===== src/rtl/pal_sync_generator.sv =====
// pal_sync_generator: free-running 625-line interlaced PAL sync timing.
// The internal position counters run one cycle ahead of the registered outputs.
// Every output, including hCount/lineNumber, is a registered decode of the
// previous position, so the counters and the syncs stay aligned downstream.
module pal_sync_generator #(
    parameter int LINE_CLKS       = 864,
    parameter int HSYNC_CLKS      = 64,
    parameter int EQ_CLKS         = 32,
    parameter int BROAD_CLKS      = 368,
    parameter bit SYNC_ACTIVE_LOW = 1'b1
) (
    input  logic       clock,
    input  logic       reset,
    input  logic       enable,
    output logic       hSync,
    output logic       vSync,
    output logic       cSync,
    output logic       field,
    output logic [9:0] hCount,
    output logic [9:0] lineNumber,
    output logic       lineStart,
    output logic       frameStart
);
    // pulse  | meaning
    // NONE   | no sync pulse in this half-line
    // NORMAL | line sync, HSYNC_CLKS wide
    // EQ     | equalising pulse, EQ_CLKS wide
    // BROAD  | field-sync broad pulse, BROAD_CLKS wide
    typedef enum logic [1:0] {P_NONE, P_NORMAL, P_EQ, P_BROAD} pulse_t;

    localparam logic [9:0] LAST_H   = 10'(LINE_CLKS - 1);
    localparam logic [9:0] HALF_H   = 10'(LINE_CLKS / 2);
    localparam logic       INACTIVE = SYNC_ACTIVE_LOW;

    logic [9:0] h_q, h_d;
    logic [9:0] line_q, line_d;
    logic [9:0] hcount_q, line_num_q;
    logic       hsync_q, vsync_q, csync_q, field_q;
    logic       line_start_q, frame_start_q;

    pulse_t     pulse_a, pulse_b, pulse_cur;
    logic       in_half_b;
    logic [9:0] offset, width;
    logic       pulse_on;
    logic       hsync_d, vsync_d, csync_d, field_d;

    // Half-line pulse schedule for the current line (half A / half B)
    always_comb begin
        pulse_a = P_NORMAL;
        pulse_b = P_NONE;
        if (line_q <= 10'd2) begin
            pulse_a = P_BROAD;  pulse_b = P_BROAD;
        end else if (line_q == 10'd3) begin
            pulse_a = P_BROAD;  pulse_b = P_EQ;
        end else if (line_q <= 10'd5) begin
            pulse_a = P_EQ;     pulse_b = P_EQ;
        end else if (line_q <= 10'd310) begin
            pulse_a = P_NORMAL; pulse_b = P_NONE;
        end else if (line_q <= 10'd312) begin
            pulse_a = P_EQ;     pulse_b = P_EQ;
        end else if (line_q == 10'd313) begin
            pulse_a = P_EQ;     pulse_b = P_BROAD;
        end else if (line_q <= 10'd315) begin
            pulse_a = P_BROAD;  pulse_b = P_BROAD;
        end else if (line_q <= 10'd317) begin
            pulse_a = P_EQ;     pulse_b = P_EQ;
        end else if (line_q == 10'd318) begin
            pulse_a = P_EQ;     pulse_b = P_NONE;
        end else if (line_q <= 10'd622) begin
            pulse_a = P_NORMAL; pulse_b = P_NONE;
        end else if (line_q == 10'd623) begin
            pulse_a = P_NORMAL; pulse_b = P_EQ;
        end else begin
            pulse_a = P_EQ;     pulse_b = P_EQ;
        end
    end

    // Position within the half-line and whether its pulse is still running
    always_comb begin
        in_half_b = (h_q >= HALF_H);
        offset    = in_half_b ? (h_q - HALF_H) : h_q;
        pulse_cur = in_half_b ? pulse_b : pulse_a;
        case (pulse_cur)
            P_NORMAL: width = 10'(HSYNC_CLKS);
            P_EQ:     width = 10'(EQ_CLKS);
            P_BROAD:  width = 10'(BROAD_CLKS);
            default:  width = 10'd0;
        endcase
        pulse_on = (offset < width);
        csync_d  = INACTIVE ^ pulse_on;
        hsync_d  = INACTIVE ^ (pulse_on && (pulse_cur == P_NORMAL));
        vsync_d  = INACTIVE ^ (pulse_on && (pulse_cur == P_BROAD));
        field_d  = (line_q >= 10'd313);
    end

    // Next horizontal/line position
    always_comb begin
        h_d    = h_q + 10'd1;
        line_d = line_q;
        if (h_q == LAST_H) begin
            h_d    = '0;
            line_d = (line_q == 10'd625) ? 10'd1 : (line_q + 10'd1);
        end
    end

    // Counters and registered output decode; reset wins over enable
    always_ff @(posedge clock) begin
        if (reset) begin
            h_q           <= '0;
            line_q        <= 10'd1;
            hcount_q      <= '0;
            line_num_q    <= 10'd1;
            hsync_q       <= INACTIVE;
            vsync_q       <= INACTIVE;
            csync_q       <= INACTIVE;
            field_q       <= 1'b0;
            line_start_q  <= 1'b0;
            frame_start_q <= 1'b0;
        end else if (enable) begin
            h_q           <= h_d;
            line_q        <= line_d;
            hcount_q      <= h_q;
            line_num_q    <= line_q;
            hsync_q       <= hsync_d;
            vsync_q       <= vsync_d;
            csync_q       <= csync_d;
            field_q       <= field_d;
            line_start_q  <= (h_q == 10'd0);
            frame_start_q <= (h_q == 10'd0) && (line_q == 10'd1);
        end else begin
            line_start_q  <= 1'b0;
            frame_start_q <= 1'b0;
        end
    end

    assign hSync      = hsync_q;
    assign vSync      = vsync_q;
    assign cSync      = csync_q;
    assign field      = field_q;
    assign hCount     = hcount_q;
    assign lineNumber = line_num_q;
    assign lineStart  = line_start_q;
    assign frameStart = frame_start_q;

endmodule


===== config.mk =====
export PLATFORM = sky130hd
export DESIGN_NAME = pal_sync_generator
export DESIGN_NICKNAME = d
export VERILOG_FILES = /design/src/rtl/pal_sync_generator.sv
export SDC_FILE = /design/constraint.sdc
export NUM_CORES = 1
export LEC_CHECK = 0
export ABC_AREA = 0
export ABC_CLOCK_PERIOD_IN_PS = 5000
export BUFFER_PORTS_ARGS = -buffer_cell sky130_fd_sc_hd__buf_2
export CAP_MARGIN = 20
export CORE_UTILIZATION = 60
export CTS_CLUSTER_DIAMETER = 100
export DETAILED_ROUTE_END_ITERATION = 16
export PLACE_DENSITY_LB_ADDON = 0.2
export SLEW_MARGIN = 20
export SYNTH_ARGS = -nofsm -noshare
export SYNTH_HDL_FRONTEND = slang
export SYNTH_SLANG_ARGS = --single-unit

===== constraint.sdc =====
create_clock -name clock -period 5 [get_ports clock]
set_input_delay 1.25 -clock clock [delete_from_list [all_inputs] [get_ports clock]]
set_output_delay 1.25 -clock clock [all_outputs]
set_load 0.02 [all_outputs]

==> flow_summary.toml <==
[run_status]
outcome = "finished clean"

[worst_setup_path]
slowest_stage = "or3b_2"
startpoint_type = "register"
cp_common_cell = "ha_1"
path_buf_inv = 0
cp-end-kind = "register"
crit_arrival_ns = 3.55
path_cells = "ha_1 > o211ai_1 > nand2_1 > a2bb2oi_1 > a32oi_2 > nand3_2 > ha_1 > or3b_2 > a221o_1 > o32a_1"
crit_start = "h_q[4]$_SDFFE_PP0P_"
crit_family = "compound AO/OA/AOI/OAI gates"
crit_required_ns = 5.20
rr_startpoint = "h_q[4]$_SDFFE_PP0P_"
cp_slowest_stage_delay_ns = 0.46
crit_type = "reg -> reg"
crit_fanout = 8

[placed_design]
io_buffers = 28
gp_congestion = 0.8490
dpl_cell_area_um2 = 2625
dp_hpwl_um = 3706

[global_routing]
track_usage_pct = 25.80
antenna_found_initial = 0
grt_start_max_net_pins = 34
grt_overflow = 0
grt_pass1_vias = 1864
grt_pass1_wl_um = 8576

[job]
drv_cap = 0

[floorplanning]
dieWidth_um = 66.97
start_util_pct = 62.86
fp-row-count = 23
fp.dieH_um = 66.97
io_pins = 29
die-area_um2 = 4484
core_area_um2 = 4029

[final_layout]
area_growth_pct = 7.263
fin_nets = 319
seq_area_um2 = 920.9
drive_above_1_share_pct = 15.74
multiInputGateArea_um2 = 1468
stdcell_area_um2 = 2716
diodes = 0
fillers = 343

[pwr]
ir_drop_mv = 0.1920
power_density_nw_per_um2 = 237.9
p_leak_uw = 0.001163

[yosys]
postSynthCellCount = 289
ys_ff_latch = 46
syn_area_um2 = 2532
synth_top_area_share_pct = 36.36
yosys-top-cells-area = "dfxtp_1 36%, mux2i_1 8.3%, nor2_1 7.6%"
avgSynthCellArea_um2 = 8.763
synth_nets = 304
ys_types = 59
synth-edff-count = 0
ys_seq_area_share_pct = 36.36
yosysTopAreaCell = "dfxtp_1"
ys.flop_type = "dfxtp_1"
synthArstFlopShare_pct = 0
yosys_warnings = 0

[clock_tree]
path_clk_slew_ns = 0.08
post_cts_buffers = 0
clock_path_buffers = 2
clockRootBuffer = "clkbuf_8"
cts_tree = "built"
clk_latency_ns = 0.31
htree_levels = 2
cts-hold-fix-buffers = 0
cts.sinks = 46
numCtsBuffers = 5
cts-resized-gates = 0

[sta]
setup-tns-final_ns = 0
maxSlewHeadroom_pct = 48.57
maxSlewViolCount = 0
final_hold_viol_count = 0
fmax_mhz = 298.8
finalSetupViolCount = 0
period_share_pct = 66.94
post-route-min-period_ns = 3.347
rsz0062_at_grt = "no"
clock_skew_ns = 0.009531
worst_pin_slew_ns = 0.7714

[route]
wirelength_um = 5174
wire_per_inst_um = 14.57
drt_iter0_drc = 112
firstDrtPassIters = 5
vias = 2056
drc = 0
postRouteAntennaNets = 0
via_per_inst = 5.792

[hold_path]
hp-class = "reg -> reg"
worstHoldStart = "vSync$_SDFFE_PP1P_"
registers in the layout, summed over array words and instances (netlist names):
register    cells
line_q         10
h_q            10
field           1
frameStart      1
hCount         10
cSync           1
hSync           1
vSync           1
lineNumber     10
lineStart       1
report_power, final:
part	switching (µW)	internal (µW)
logic	22.7	14.0
registers	4.20	372
clock network	122	112
total	149	497
layout make-up:
type,count,area share (%)
clock inverters,1,0.1842
repair buffers,28,5.159
well taps,50,2.303
flip-flops and latches,46,33.90
clock buffers,7,3.178
inverters,9,1.244
multi-input cells,214,54.03
layer usage:
| metal | up-vias | GRT usage, % | routed length, µm |
|---|---|---|---|
| li1 | 1037 | - | - |
| met1 | 959 | 34.52 | 2631 |
| met4 | 0 | 10.64 | 104 |
| met2 | 51 | 40.03 | 2234 |
| met3 | 9 | 5.137 | 204 |
| met5 | - | 0 | 0 |
Yosys cell counts, types with 2 or more instances:
library cell,instances
xnor2_1,11
xor2_1,8
nor3_1,5
nand4b_1,2
ha_1,12
nor2b_1,2
nand4_1,7
a31oi_1,2
clkbuf_1,7
nor4_1,3
and3_1,5
and4_1,2
a21oi_1,6
dfxtp_1,46
o21ai_0,6
nand2b_1,8
buf_4,3
nand2_1,19
nand3_1,8
mux2i_1,21
buf_2,7
or2_2,2
o31a_1,2
inv_1,9
buf_6,2
nor2_1,51
path summary, 6_finish.rpt:
path / endpoint / depth (start not counted) / slack (ns)
min reg2reg: vSync$_SDFFE_PP1P_ / 1 / 0.48
max reg2reg: vSync$_SDFFE_PP1P_ / 10 / 1.65
max: vSync$_SDFFE_PP1P_ / 10 / 1.65
min: vSync$_SDFFE_PP1P_ / 1 / 0.48
metrics by stage:
step           worst slack, ns  std cells  total power [µW]  hold WS (ns)  util, %
2_1_floorplan            2.113        289             412.3        0.5041        -
3_3_place_gp             1.657        347             421.0        0.4570    65.16
3_5_place_dp             1.566        347             421.5        0.4688    65.16
4_1_cts                  1.668        355             650.1        0.4885    67.42
5_1_grt                  1.459        355             665.5        0.5211    67.42
6_report                 1.653        355             646.2        0.4809    67.42
logic make-up (layout without fill, tap and decap cells):
kind of cell | after synthesis | in the layout | synth area share (%)
AO/OA/AOI/OAI | 36 | 36 | 10.92
AND/OR/NAND/NOR | 126 | 126 | 26.24
flip-flops | 46 | 46 | 36.36
multiplexers | 21 | 21 | 8.300
buffers and inverters | 29 | 45 | 5.682
XOR/XNOR | 19 | 19 | 6.571
adder cells (fa/ha/maj) | 12 | 12 | 5.929
layout by cell type (no fill, tap or decap), types with 6 or more instances in the layout:
cell      instances
nand2b_1          8
buf_2            28
xor2_1            8
nand4_1           7
nand3_1           8
ha_1             12
nand2_1          19
mux2i_1          21
xnor2_1          11
dfxtp_1          46
inv_1             9
o21ai_0           6
clkbuf_8          6
nor2_1           51
a21oi_1           6
Power figures use the tool's default switching activity.
